## src/rtl/mac_cluster_seq.sv

```systemverilog
// Job sequencer for a quad MAC cluster. It loads the initial values via the cluster reset,
// streams N gated operand beats, flushes with zeros, then presents the outputs on a valid/ready port.
module mac_cluster_seq #(
   parameter int MIN_W     = 8,
   parameter int ACC_W     = 32,
   parameter int CONF_W    = 4,
   parameter int LEN_W     = 8,
   parameter int DRAIN_CYC = 4
) (
   input  logic                      clk,
   input  logic                      rst,
   input  logic                      job_valid,
   output logic                      job_ready,
   input  logic [4*ACC_W+CONF_W-1:0] job_cfg,
   input  logic [LEN_W-1:0]          job_len,
   input  logic                      op_valid,
   output logic                      op_ready,
   input  logic [4*MIN_W-1:0]        op_a,
   input  logic [4*MIN_W-1:0]        op_b,
   output logic                      clu_rst,
   output logic                      clu_en,
   output logic [4*ACC_W+CONF_W-1:0] clu_cfg,
   output logic [4*MIN_W-1:0]        clu_a,
   output logic [4*MIN_W-1:0]        clu_b,
   input  logic [4*ACC_W-1:0]        clu_out,
   output logic                      res_valid,
   input  logic                      res_ready,
   output logic [4*ACC_W-1:0]        res_data,
   output logic                      busy
);

   localparam int CFG_W = 4*ACC_W+CONF_W;
   localparam int DC_W  = (DRAIN_CYC > 1) ? $clog2(DRAIN_CYC) : 1;

   typedef enum logic [2:0] {IDLE, LOAD, RUN, DRAIN, RESULT} state_t;

   state_t             state, state_nxt;
   logic               clu_rst_nxt, clu_en_nxt, res_valid_nxt;
   logic [CFG_W-1:0]   clu_cfg_nxt;
   logic [4*MIN_W-1:0] clu_a_nxt, clu_b_nxt;
   logic [4*ACC_W-1:0] res_data_nxt;
   logic [LEN_W-1:0]   cnt, cnt_nxt;
   logic [DC_W-1:0]    dcnt, dcnt_nxt;
   logic               beat;

   assign job_ready = (state == IDLE) & ~rst;
   assign op_ready  = (state == RUN);
   assign busy      = (state != IDLE);
   assign beat      = op_valid & op_ready;

   // Every registered output is recomputed here; the cluster reset and enable default low.
   always_comb begin
      state_nxt     = state;
      clu_rst_nxt   = 1'b0;
      clu_en_nxt    = 1'b0;
      clu_cfg_nxt   = clu_cfg;
      clu_a_nxt     = clu_a;
      clu_b_nxt     = clu_b;
      cnt_nxt       = cnt;
      dcnt_nxt      = dcnt;
      res_valid_nxt = res_valid;
      res_data_nxt  = res_data;
      case (state)
         IDLE: begin
            if (job_valid && job_ready) begin
               clu_cfg_nxt = job_cfg;
               cnt_nxt     = job_len;
               clu_rst_nxt = 1'b1;
               state_nxt   = LOAD;
            end
         end
         LOAD: begin
            dcnt_nxt  = '0;
            state_nxt = (cnt != '0) ? RUN : DRAIN;
         end
         RUN: begin
            if (beat) begin
               clu_en_nxt = 1'b1;
               clu_a_nxt  = op_a;
               clu_b_nxt  = op_b;
               cnt_nxt    = cnt - LEN_W'(1);
               if (cnt == LEN_W'(1)) begin
                  dcnt_nxt  = '0;
                  state_nxt = DRAIN;
               end
            end
         end
         DRAIN: begin
            // Zero operands push the last product through without disturbing the sums.
            clu_a_nxt = '0;
            clu_b_nxt = '0;
            if (dcnt == DC_W'(DRAIN_CYC-1)) begin
               res_data_nxt  = clu_out;
               res_valid_nxt = 1'b1;
               state_nxt     = RESULT;
            end else begin
               clu_en_nxt = 1'b1;
               dcnt_nxt   = dcnt + DC_W'(1);
            end
         end
         RESULT: begin
            if (res_ready) begin
               res_valid_nxt = 1'b0;
               state_nxt     = IDLE;
            end
         end
         default: state_nxt = IDLE;
      endcase
   end

   // Reset holds the cluster in reset and drops any pending result.
   always_ff @(posedge clk or posedge rst) begin
      if (rst) begin
         state     <= IDLE;
         clu_rst   <= 1'b1;
         clu_en    <= 1'b0;
         clu_cfg   <= '0;
         clu_a     <= '0;
         clu_b     <= '0;
         cnt       <= '0;
         dcnt      <= '0;
         res_valid <= 1'b0;
         res_data  <= '0;
      end else begin
         state     <= state_nxt;
         clu_rst   <= clu_rst_nxt;
         clu_en    <= clu_en_nxt;
         clu_cfg   <= clu_cfg_nxt;
         clu_a     <= clu_a_nxt;
         clu_b     <= clu_b_nxt;
         cnt       <= cnt_nxt;
         dcnt      <= dcnt_nxt;
         res_valid <= res_valid_nxt;
         res_data  <= res_data_nxt;
      end
   end

endmodule

```

## config.mk

```make
export PLATFORM = sky130hd
export DESIGN_NAME = mac_cluster_seq
export DESIGN_NICKNAME = d
export VERILOG_FILES = /design/src/rtl/mac_cluster_seq.sv
export SDC_FILE = /design/constraint.sdc
export NUM_CORES = 1
export LEC_CHECK = 0
export CORE_AREA = 2 2 257 259
export CTS_BUF_LIST = sky130_fd_sc_hd__clkbuf_8
export DETAILED_ROUTE_END_ITERATION = 12
export DIE_AREA = 0 0 259 261
export PLACE_DENSITY = 0.5
export SETUP_SLACK_MARGIN = 0.1
export SKIP_CTS_REPAIR_TIMING = 1
export SLEW_MARGIN = 0
export SYNTH_ARGS = -nofsm -noshare
export SYNTH_HDL_FRONTEND = slang
export SYNTH_SLANG_ARGS = --single-unit
```

## constraint.sdc

```tcl
create_clock -name clk -period 12.39 [get_ports clk]
set_clock_uncertainty 0.1 [all_clocks]
set_input_delay 3.717 -clock clk [delete_from_list [all_inputs] [get_ports clk]]
set_output_delay 3.717 -clock clk [all_outputs]
set_load 0.01 [all_outputs]
```

Word level (Yosys, flattened, before mapping)
Cells that the tools add are included.
{"block": "totals", "inputBits": 337, "wordCells": 68, "register_bits": 340, "output_inout_bits": 330}
{"block": "op_classes", "mux": 26, "n_addsub": 2, "reduce_logical": 15, "eq_ne": 12, "n_bitwise": 3}
{"op": "$pmux W32 S2", "n": 2}
{"op": "$mux W32", "n": 2}
{"op": "$mux W8", "n": 2}
{"op": "$pmux W8 S2", "n": 1}
{"op": "$mux W3", "n": 5}
{"op": "$pmux W3 S5", "n": 1}
{"op": "$eq A8 B1 Y1 const B", "n": 1}
{"op": "$reduce_bool A8 Y1", "n": 1}
{"op": "$sub A8 B1 Y8 const B", "n": 1}
{"op": "$mux W1", "n": 7}
{"op": "$eq A3 B2 Y1 const B", "n": 2}
{"op": "$mux W2", "n": 3}
{"op": "$ne A2 B1 Y1 const B", "n": 3}
{"op": "$ne A2 B2 Y1 const B", "n": 3}
{"op": "$pmux W2 S3", "n": 1}
{"op": "$reduce_and A2 Y1", "n": 3}
{"op": "$reduce_and A3 Y1", "n": 2}
{"op": "$reduce_bool A2 Y1", "n": 3}
{"op": "$reduce_bool A3 Y1", "n": 2}
{"op": "$reduce_and A5 Y1", "n": 1}
{"op": "$pmux W1 S2", "n": 2}
{"op": "$reduce_and A4 Y1", "n": 1}
{"op": "$eq A3 B1 Y1 const B", "n": 1}
{"op": "$eq A3 B3 Y1 const B", "n": 1}
{"op": "6 further kinds", "n": 7}

Logic depth before layout (Yosys ltp)
Gate-level depths: netlist of the first run.
{"block": "depth", "word_depth": 5, "depth_mapped": 10, "mapped_depth_nobuf": 6}

Worst setup path after synthesis of the first run
Ideal clock, no wire load.
{"block": "synth_timing", "path_type": "in2reg", "from": "in rst", "to": "reg clu_cfg[10]", "setup_ps": 125, "stages": 6, "path_buffers": 3, "arrival_time_ps": 11717, "required_ps": 12165, "setup_slack_ps": 449, "cell_sequence": "inv_1 > nand3b_1 > buf_2 > buf_6 > buf_6 > mux2_2"}
{"block": "synth_via", "elab_chain_len": 4}
{"item": "start, declared", "line_no": "11", "source": "input logic rst,"}
{"item": "$not A1 Y1", "line_no": "46", "source": "assign job_ready = (state == IDLE) & ~rst;"}
{"item": "$and A1 B1 Y1", "line_no": "46"}
{"item": "$logic_and A1 B1 Y1", "line_no": "65", "source": "if (job_valid && job_ready) begin"}
{"item": "$reduce_and A2 Y1 (no line)"}
{"item": "end signal, assigned", "line_no": "128", "source": "clu_cfg <= clu_cfg_nxt;"}
{"item": "end, declared", "line_no": "22", "source": "output logic [4*ACC_W+CONF_W-1:0] clu_cfg,"}
Every way passes these cells.
A chain may end at the register's enable or synchronous reset.

Final worst setup path of the first run
{"block": "layout_timing", "from": "in rst", "to": "out job_ready"}
{"block": "layout_via", "elab_chain_len": 2}
{"item": "$not A1 Y1", "line_no": "46"}
{"item": "$and A1 B1 Y1", "line_no": "46"}
{"item": "end, declared", "line_no": "13", "source": "output logic job_ready,"}
Every way passes these cells.

==> results of run 1 <==
## metal layers
layer | global-route usage | vias to the layer above
met5 | 0 | -
met4 | 0.0470 | 2
met3 | 0.0569 | 90
met2 | 0.222 | 438
met1 | 0.135 | 4894
li1 | - | 4616
## state kept, by name, summed over array words and instances, names as in the netlist
name,flops
res_valid,1
clu_a,32
cnt,8
clu_cfg,132
clu_rst,1
clu_en,1
clu_b,32
dcnt,2
state,3
res_data,128
## stage by stage
stage	area, sq um	worst slack (ps)	cells	hold WS [ps]
after floorplan	13100	2310	936	348
final	22000	3690	2542	381
after CTS	22000	3700	2540	383
after global routing	22000	3630	2542	402
after global placement	20700	3700	2422	374
after detailed placement	20700	3710	2422	370
## final timing paths
check                      startpoint            end  slack (ps)  cells past startpoint
max                               rst      job_ready        3690                      3
min                            cnt[7]         cnt[7]         380                      1
max reg2reg                   dcnt[0]  res_data[112]        9040                      6
min reg2reg                    cnt[7]         cnt[7]         380                      1
max in group asynchronous         rst   res_data[16]        6720                      5
min in group asynchronous         rst   res_data[74]        3680                      3
## worst reg2reg max path, cell delays in order, from the launching register on
cell,delay [ps]
dfrtp_1,420
ha_1,280
and3_1,220
nand2_4,290
buf_4,650
buf_4,810
mux2_2,470
## layout make-up
type | instances | area (sq um)
well taps | 864 | 1080
clock buffers | 80 | 1100
inverters | 9 | 37.5
multi-input cells | 532 | 4270
fillers | 6424 | 43100
clock inverters | 38 | 219
diodes | 2 | 5.00
flip-flops and latches | 340 | 8510
repair buffers | 677 | 6760
## cells by family (layout without fill, tap and decap cells)
logic type,count (synthesis),after routing,synth area share
buffers and inverters,64,804,0.0288
DFF,340,340,0.647
adders and majority gates,4,4,0.00381
AOI/OAI and AO/OA,97,97,0.0441
and+or+nand+nor,171,171,0.0530
other,0,2,0
muxes,260,260,0.223
## placed cells by master (no fill, tap or decap), drive strengths merged, types with 2 or more instances in the layout
cell           count
inv               38
mux2             260
or3                2
o21ai             75
a21oi              5
clkdlybuf4s50    666
dfrtp            339
buf               11
nor3               7
nor2               9
nand2            139
diode              2
or3b               3
ha                 4
a22oi              3
clkinvlp           5
clkbuf            80
nand3              5
o211ai             2
clkinv             3
## power groups by stage
stage | registers [uW] | logic (uW) | clock network, uW
detailed placement | 1950 | 2330 | 0
floorplan | 2170 | 682 | 0
global route | 2010 | 2460 | 1230
CTS | 1950 | 2340 | 1180
global placement | 1940 | 2320 | 0
finish | 1940 | 2300 | 1120
==> summary.md, run 1 <==
| Metric | Value |
|---|---|
| Syn nets | ~1300 |
| Largest net degree at the start of global routing | between 100 and 150 |
| Slew margin rel. | 0.269 |
| Layout Nets | 1968 |
| Worst slew pin tran | about 1100 ps |
| Crit end category | primary output |
| Vias | between 10000 and 15000 |
| Number of remaining DRC errors | 0 |
| Synthesis-to-layout area growth | 67.3% |
| Synth Area per Inst | approximately 14 sq um |
| Outcome | completed |
| Critical path's top delay family | buffers and inverters |
| Most frequent cell after synthesis | dfrtp_1 |
| Fin util | 0.338 |
| Share of flip-flops with an asynchronous set or reset | 1.00 |
| Worst Setup Path Type | in2out |
| Synth Cell Area | ~13000 sq um |
| Met3 Wirelength | between 4000 and 5000 um |
| Buffers and inverters on the worst path | 2 |
| Num rows | 94 |
| Yosys reg bits | 340 |
| P_sw | between 1500 and 2000 uW |
| DRT Pass-1 Iters | 4 |
| Vias in the first global route | approximately 11000 |
| Commonest register cell after synthesis | dfrtp_1 |
| First-pass GRT wire length | between 60000 and 70000 um |
| Post-Route M1 WL | about 16000 um |
| Internal power | around 3600 uW |
| Die H | between 200 and 300 um |
| Achievable Freq | 0.115 GHz |
| Sw Share | 0.321 |
| Yosys warnings | 0 |
| Gate count after technology mapping | 936 |
| CTS H-tree lvls | 3 |
| Fin. Hold Viols | 0 |
| Clk slew on worst S/H paths | about 60 ps |
| Layout cells sized above 1 | 0.228 |
| Cts bufs inserted | between 60 and 70 |
| Clk buf depth | 3 |
| Antenna viol nets, final | 0 |
| First DRT Iteration DRCs | about 360 |
| Final period util | 0.702 |
| Dpl hpwl | ~33000 um |
| Crit path max fanout | 3 |
| Clk root buf | clkbuf_8 |
| Synth top area share | 0.645 |
| Worst-Skew Late Latency | approximately 600 ps |
| CP cell instances | clkdlybuf4s50_1 > nor2_1 > clkdlybuf4s50_1 |
| PortBufs | approximately 670 |
| Critical Path Source Type | input port |
| Ports | ~670 |
| Synth area leaders | dfrtp_1 65%, mux2_2 22%, nand2_1 4.0% |
| Post-route minimum period | approximately 8700 ps |
| WL met2 | about 23000 um |
| VDD IR max | about 0.00013 V |
| Seq/Total Area, Yosys | 0.647 |
| Synth top cells by count | 339 x dfrtp_1, 260 x mux2_2, 139 x nand2_1 |
| Clock group share of total power | 0.209 |
| Final setup viols | 0 |
| Reg power frac | 0.363 |
| Grt ovf | 0 |
| Routability cong. | ~0.76 |
| Starting density of the core | 0.202 |
| Crit-path max cell delay | between 500 and 600 ps |
| Worst Hold Class | reg2reg |
| Wire per inst | approximately 18 um |
| Area leader, netlist | dfrtp_1 |
| CP max-delay cell | clkdlybuf4s50_1 |
| Number of flops mapped to enable cells by yosys | 0 |
| Total Routing Usage GR | 0.127 |
| Die area | between 60000 and 70000 sq um |
| Logic gate share of total power | 0.429 |
| Drt via density | a little under 4 |
| Uppermost layer routed | met5 |
| Placeable Area | between 60000 and 70000 sq um |
| Fin Setup TNS | 0 ps |
| TritonCTS clock tree | built |
| Initial antenna violation count | 3 |
| Max-slew violations | 0 |
| Die Width | around 260 um |
| Critical Path AT | between 4000 and 5000 ps |
| Synth cell types | 42 |
| RSZ-0062 raised after global routing | false |
| WL final | between 40000 and 50000 um |
| Worst path required time | between 8000 and 9000 ps |
| CTS Sinks | between 300 and 400 |
| Cell leakage power | 0.00924 uW |
| Pwr Density | ~240 nW/um^2 |
| Most used cell, CP | clkdlybuf4s50_1 |
| MaxCap Viol Count | 0 |
| Final Total Pwr | roughly 5400 uW |
No activity file was read; power rests on OpenSTA's default activity.
==> run 2: changes to the inputs <==
- clock period: 12.39 -> 7.7 ns (I/O delays scaled with it)
==> run 2 against run 1 <==
Combinational power increased by 60%; global-route usage increased by 0.29 points; flip-flop and latch count unchanged; largest cell class unchanged.
==> summary.md, run 2 (synthesis gave the netlist of run 1 again) <==
| Metric | Value |
|---|---|
| Outcome | completed (unchanged) |
| Crit path max fanout | 3 (unchanged) |
| Worst Hold Class | reg2reg (unchanged) |
| Top reg by flops | clu_cfg (unchanged) |
| Ports | 667 (unchanged) |
| Met3 Wirelength | 4450 um (was 4200 um) |
| Die H | 261 um (unchanged) |
| Fin util | 0.339 (was 0.338) |
| Clk slew on worst S/H paths | 60 ps (about the same) |
| VDD IR max | 0.000190 V (was 0.000128 V) |
| Achievable Freq | roughly 0.17 GHz |
| Synthesis-to-layout area growth | 67.8% (was 67.3%) |
| Critical Path AT | 3490 ps (was 4880 ps) |
| Worst R2R End | res_data[37] (was res_data[112]) |
| Reg2Reg Depth | 5 (was 6) |
| Worst hold endpoint | cnt[7] (unchanged) |
| CTS Sinks | 340 (unchanged) |
| Post-route minimum period | about 6000 ps |
| Largest net degree at the start of global routing | 158 (was 125) |
| Final period util | 0.766 |
| Num rows | 94 (unchanged) |
| Final Total Pwr | 8720 uW (was 5360 uW) |
| Commonest non-fill, non-tap cell in the layout | clkdlybuf4s50_1 (unchanged) |
| Crit-path max cell delay | 540 ps (was 550 ps) |
| Placed insts | 2419 (was 2422) |
| CTS H-tree lvls | 3 (unchanged) |
| Routability cong. | 0.751 (was 0.764) |
| First DRT Iteration DRCs | 421 (was 363) |
| R2R Setup Slk | 4480 ps (was 9040 ps) |
| Pwr Density | 395 nW/um^2 (was 244 nW/um^2) |
| Post-placement cell area | 20600 sq um (was 20700 sq um) |
| Worst path required time | 5290 ps (was 8570 ps) |
| PortBufs | 666 (unchanged) |
| Slew margin rel. | 0.257 (was 0.269) |
| Max reg flops | 132 (unchanged) |
| Number of remaining DRC errors | 0 (unchanged) |
| Layout Nets | 1966 (was 1968) |
| Post-Route M1 WL | 17100 um (was 16400 um) |
| Hold-critical path depth | 1 (unchanged) |
| Wire per inst | 17.9 um (was 17.6 um) |
| Worst-Skew Late Latency | 620 ps (was 600 ps) |
| Critical Path Source Type | input port (unchanged) |
| WL final | 45600 um (was 44800 um) |
| Fin. Hold Viols | 0 (unchanged) |
| Worst slew pin tran | 1110 ps (was 1100 ps) |
| Vias | 9980 (was 10000) |
| Antenna viol nets, final | 0 (unchanged) |
| Most used cell, CP | clkdlybuf4s50_1 (unchanged) |
| Initial antenna violation count | 6 (was 3) |
| DRT Pass-1 Iters | 4 (unchanged) |
| Total Routing Usage GR | 0.130 (was 0.127) |
| TritonCTS clock tree | built (unchanged) |
| CP max-delay cell | clkdlybuf4s50_1 (unchanged) |
| Top Registers | clu_cfg x132, res_data x128 (unchanged) |
| Layout cells sized above 1 | 0.232 (was 0.228) |
| Drt via density | 3.93 (was 3.95) |
| Crit end category | primary output (unchanged) |
| Starting density of the core | 0.202 (unchanged) |
| Reg2reg start | dcnt[0] (unchanged) |
| WL met2 | 22500 um (was 22900 um) |
| Fin Setup TNS | 0 ps (unchanged) |
| Die area | 67600 sq um (unchanged) |
| Vias in the first global route | 10600 (was 10800) |
| Hold_sp | cnt[7] (unchanged) |
| Max-slew violations | 0 (unchanged) |
| Dpl hpwl | 32900 um (was 32600 um) |
| Final setup viols | 0 (unchanged) |
| Final Instance Count excl. Fillers | 2541 (was 2542) |
| Clk root buf | clkbuf_8 (unchanged) |
| MaxCap Viol Count | 0 (unchanged) |
| Grt ovf | 0 (unchanged) |
| Cell leakage power | 0.00925 uW (was 0.00924 uW) |
| Finished Cell Area | 22100 sq um (was 22000 sq um) |
| First-pass GRT wire length | 66900 um (was 65400 um) |
| Worst Setup Path Type | in2out (unchanged) |
| Placeable Area | 65000 sq um (unchanged) |
| CP cell instances | clkdlybuf4s50_1 > nor2_1 > clkdlybuf4s50_1 (unchanged) |
| Clk buf depth | 3 (unchanged) |
| Die Width | 259 um (unchanged) |
| Most frequent cells in the layout | 666 x clkdlybuf4s50_1, 339 x dfrtp_1, 260 x mux2_2 (unchanged) |
| RSZ-0062 raised after global routing | false (unchanged) |
| Cts bufs inserted | 68 (was 67) |
| Uppermost layer routed | met5 (unchanged) |
run 2: routing by layer:
metal / global-route usage / up-vias
met2: 0.217 / 415
li1: - / 4614
met3: 0.0559 / 95
met5: 0 / -
met4: 0.0498 / 2
met1: 0.147 / 4854
run 2: cell type report:
| type | count | area (sq um) |
|---|---|---|
| Multi-Input combinational cell | 532 | 4270 |
| Antenna cell | 4 | 10.0 |
| Clock inverter | 31 | 199 |
| Tap cell | 864 | 1080 |
| Timing Repair Buffer | 674 | 6750 |
| Clock buffer | 87 | 1200 |
| Fill cell | 6431 | 43000 |
| Sequential cell | 340 | 8510 |
| Inverter | 9 | 37.5 |
run 2: worst max path at each step:
stage	depth (start not counted)	endpoint	slack, ps	startpoint
2_1_floorplan	6	clu_cfg[10]	-970	rst
3_3_place_gp	3	job_ready	1780	rst
3_5_place_dp	3	job_ready	1790	rst
4_1_cts	3	job_ready	1780	rst
5_1_grt	3	job_ready	1760	rst
6_report	3	job_ready	1800	rst
run 2: power by group:
part | internal [uW] | total [uW] | switching (uW)
logic | 2210 | 3690 | 1480
clock network | 1080 | 1900 | 822
registers | 2660 | 3120 | 467
run 2: critical path, delay by kind of cell:
family	cells	cell delay (ps)
buffers and inverters	2	1040
AND/OR/NAND/NOR	1	140
run 2: stage by stage:
step / hold slack (ps) / setup slack, ps
floorplan: 348 / -972
detailed placement: 385 / 1790
CTS: 397 / 1780
global route: 408 / 1760
finish: 396 / 1800
global placement: 364 / 1780
==> run 3: changes to the inputs <==
- clock period: 7.7 -> 4.8 ns (I/O delays scaled with it)
==> run 3 against run 2 <==
Register-to-register slack got worse by 2500 ps; critical endpoint is now op_ready; global-route usage fell by 0.13 points; flip-flop and latch count unchanged; total power grew 59%; sequential share of layout area is essentially flat.
==> summary.md, run 3 (synthesis gave the netlist of run 1 again) <==
| Metric | Value |
|---|---|
| Final setup viols | 0 (unchanged) |
| Die H | 261 um (unchanged) |
| Number of remaining DRC errors | 0 (unchanged) |
| Reg2reg start | state[0] (was dcnt[0]) |
| Crit path max fanout | 15 (was 3) |
| Top Registers | clu_cfg x132, res_data x128 (unchanged) |
| Max reg flops | 132 (unchanged) |
| Most frequent cells in the layout | 666 x clkdlybuf4s50_1, 339 x dfrtp_1, 260 x mux2_2 (unchanged) |
| Layout cells sized above 1 | 0.226 (was 0.232) |
| Ports | 667 (unchanged) |
| MaxCap Viol Count | 0 (unchanged) |
| Worst-Skew Late Latency | 610 ps (was 620 ps) |
| Placed insts | 2419 (unchanged) |
| Sw Share | 0.319 (was 0.318) |
| Die Width | 259 um (unchanged) |
| Worst Hold Class | reg2reg (unchanged) |
| Critical path's top delay family | buffers and inverters (unchanged) |
| Logic gate share of total power | 0.428 (was 0.423) |
| Critical Path Source Type | flip-flop (was input port) |
| Setup crit end | op_ready (was job_ready) |
| Reg2Reg Depth | 6 (was 5) |
| CTS Sinks | 340 (unchanged) |
| First-pass GRT wire length | 66400 um (was 66900 um) |
| Worst slew pin tran | 1100 ps (was 1110 ps) |
| Die area | 67600 sq um (unchanged) |
| Worst Setup Path Type | reg2out (was in2out) |
| Grt ovf | 0 (unchanged) |
| Top reg by flops | clu_cfg (unchanged) |
| Fin. Hold Viols | 0 (unchanged) |
| Worst R2R End | clu_b[18] (was res_data[37]) |
| Post-route minimum period | 4220 ps |
| Worst path required time | 3260 ps (was 5290 ps) |
| Vias in the first global route | 10800 (was 10600) |
| DRT Pass-1 Iters | 4 (unchanged) |
| Drt via density | 3.95 (was 3.93) |
| Cts bufs inserted | 68 (unchanged) |
| CP max-delay cell | clkdlybuf4s50_1 (unchanged) |
| Final Instance Count excl. Fillers | 2543 (was 2541) |
| First DRT Iteration DRCs | 306 (was 421) |
| PortBufs | 666 (unchanged) |
| Dpl hpwl | 32800 um (was 32900 um) |
| Buffers and inverters on the worst path | 2 (unchanged) |
| Final Total Pwr | 13900 uW (was 8720 uW) |
| Layout Nets | 1966 (unchanged) |
| Starting density of the core | 0.202 (unchanged) |
| Commonest non-fill, non-tap cell in the layout | clkdlybuf4s50_1 (unchanged) |
| CP Depth | 3 (unchanged) |
| RSZ-0062 raised after global routing | false (unchanged) |
| Synthesis-to-layout area growth | 67.7% (was 67.8%) |
| TritonCTS clock tree | built (unchanged) |
| Slew margin rel. | 0.264 (was 0.257) |
| Max-slew violations | 0 (unchanged) |
| WL final | 45300 um (was 45600 um) |
| Routability cong. | 0.764 (was 0.751) |
| Clk root buf | clkbuf_8 (unchanged) |
| CP Launch Point | state[0] (was rst) |
| CTS H-tree lvls | 3 (unchanged) |
| Wire per inst | 17.8 um (was 17.9 um) |
| Clk slew on worst S/H paths | 60 ps (about the same) |
| Largest net degree at the start of global routing | 155 (was 158) |
| Cell leakage power | 0.00927 uW (was 0.00925 uW) |
| Reg power frac | 0.362 (was 0.358) |
| CP cell instances | or3b_1 > inv_2 > clkdlybuf4s50_1 (was clkdlybuf4s50_1 > nor2_1 > clkdlybuf4s50_1) |
| Pwr Density | 629 nW/um^2 (was 395 nW/um^2) |
| Clock group share of total power | 0.211 (was 0.218) |
| Total Routing Usage GR | 0.128 (was 0.130) |
| R2R Setup Slk | 2020 ps (was 4480 ps) |
| Achievable Freq | approximately 0.24 GHz |
| Num rows | 94 (unchanged) |
| Antenna viol nets, final | 0 (unchanged) |
| VDD IR max | 0.000294 V (was 0.000190 V) |
| Final period util | 0.879 |
| Initial antenna violation count | 10 (was 6) |
| Internal power | 9440 uW (was 5950 uW) |
| Crit-path max cell delay | 670 ps (was 540 ps) |
| P_sw | 4430 uW (was 2770 uW) |
| Crit end category | primary output (unchanged) |
| Critical Path AT | 2680 ps (was 3490 ps) |
| Placeable Area | 65000 sq um (unchanged) |
| Vias | 10000 (was 9980) |
| Clk buf depth | 3 (unchanged) |
| Outcome | completed (unchanged) |
-- run 3: metal layers --
| layer | up-vias | wire [um] | track usage |
|---|---|---|---|
| li1 | 4618 | - | - |
| met1 | 4905 | 16500 | 0.140 |
| met2 | 424 | 22900 | 0.220 |
| met3 | 86 | 4610 | 0.0558 |
| met4 | 10 | 1210 | 0.0517 |
| met5 | - | 62 | 0 |
-- run 3: layout make-up --
class / count / area, sq um
Fill cell: 6488 / 43000
Sequential cell: 340 / 8510
Timing Repair Buffer: 674 / 6800
Multi-Input combinational cell: 532 / 4270
Clock buffer: 80 / 1100
Tap cell: 864 / 1080
Clock inverter: 39 / 226
Inverter: 9 / 37.5
Antenna cell: 5 / 12.5
-- run 3: power by group through the flow --
stage | clock [uW] | combinational, uW | sequential (uW)
4_1_cts | 3090 | 6050 | 5030
2_1_floorplan | 0 | 1760 | 5610
3_3_place_gp | 0 | 5980 | 5000
5_1_grt | 3220 | 6360 | 5200
3_5_place_dp | 0 | 6020 | 5060
6_report | 2920 | 5930 | 5020
-- run 3: worst min path at each step --
stage / from / to / slack [ps] / depth (start not counted)
2_1_floorplan: cnt[7] / cnt[7] / 350 / 1
3_3_place_gp: cnt[7] / cnt[7] / 370 / 1
3_5_place_dp: cnt[7] / cnt[7] / 370 / 1
4_1_cts: cnt[7] / cnt[7] / 390 / 1
5_1_grt: cnt[7] / cnt[7] / 400 / 1
6_report: cnt[7] / cnt[7] / 390 / 1
-- run 3: per-stage QoR --
step	setup slack [ps]	hold slack, ps	utilization	TNS [ps]	instance area (sq um)
after floorplan	-3000	348	-	-836060	13100
after global placement	504	366	0.318	0	20700
after detailed placement	597	375	0.318	0	20700
after CTS	482	388	0.339	0	22000
after global routing	422	404	0.339	0	22000
final	580	390	0.339	0	22000
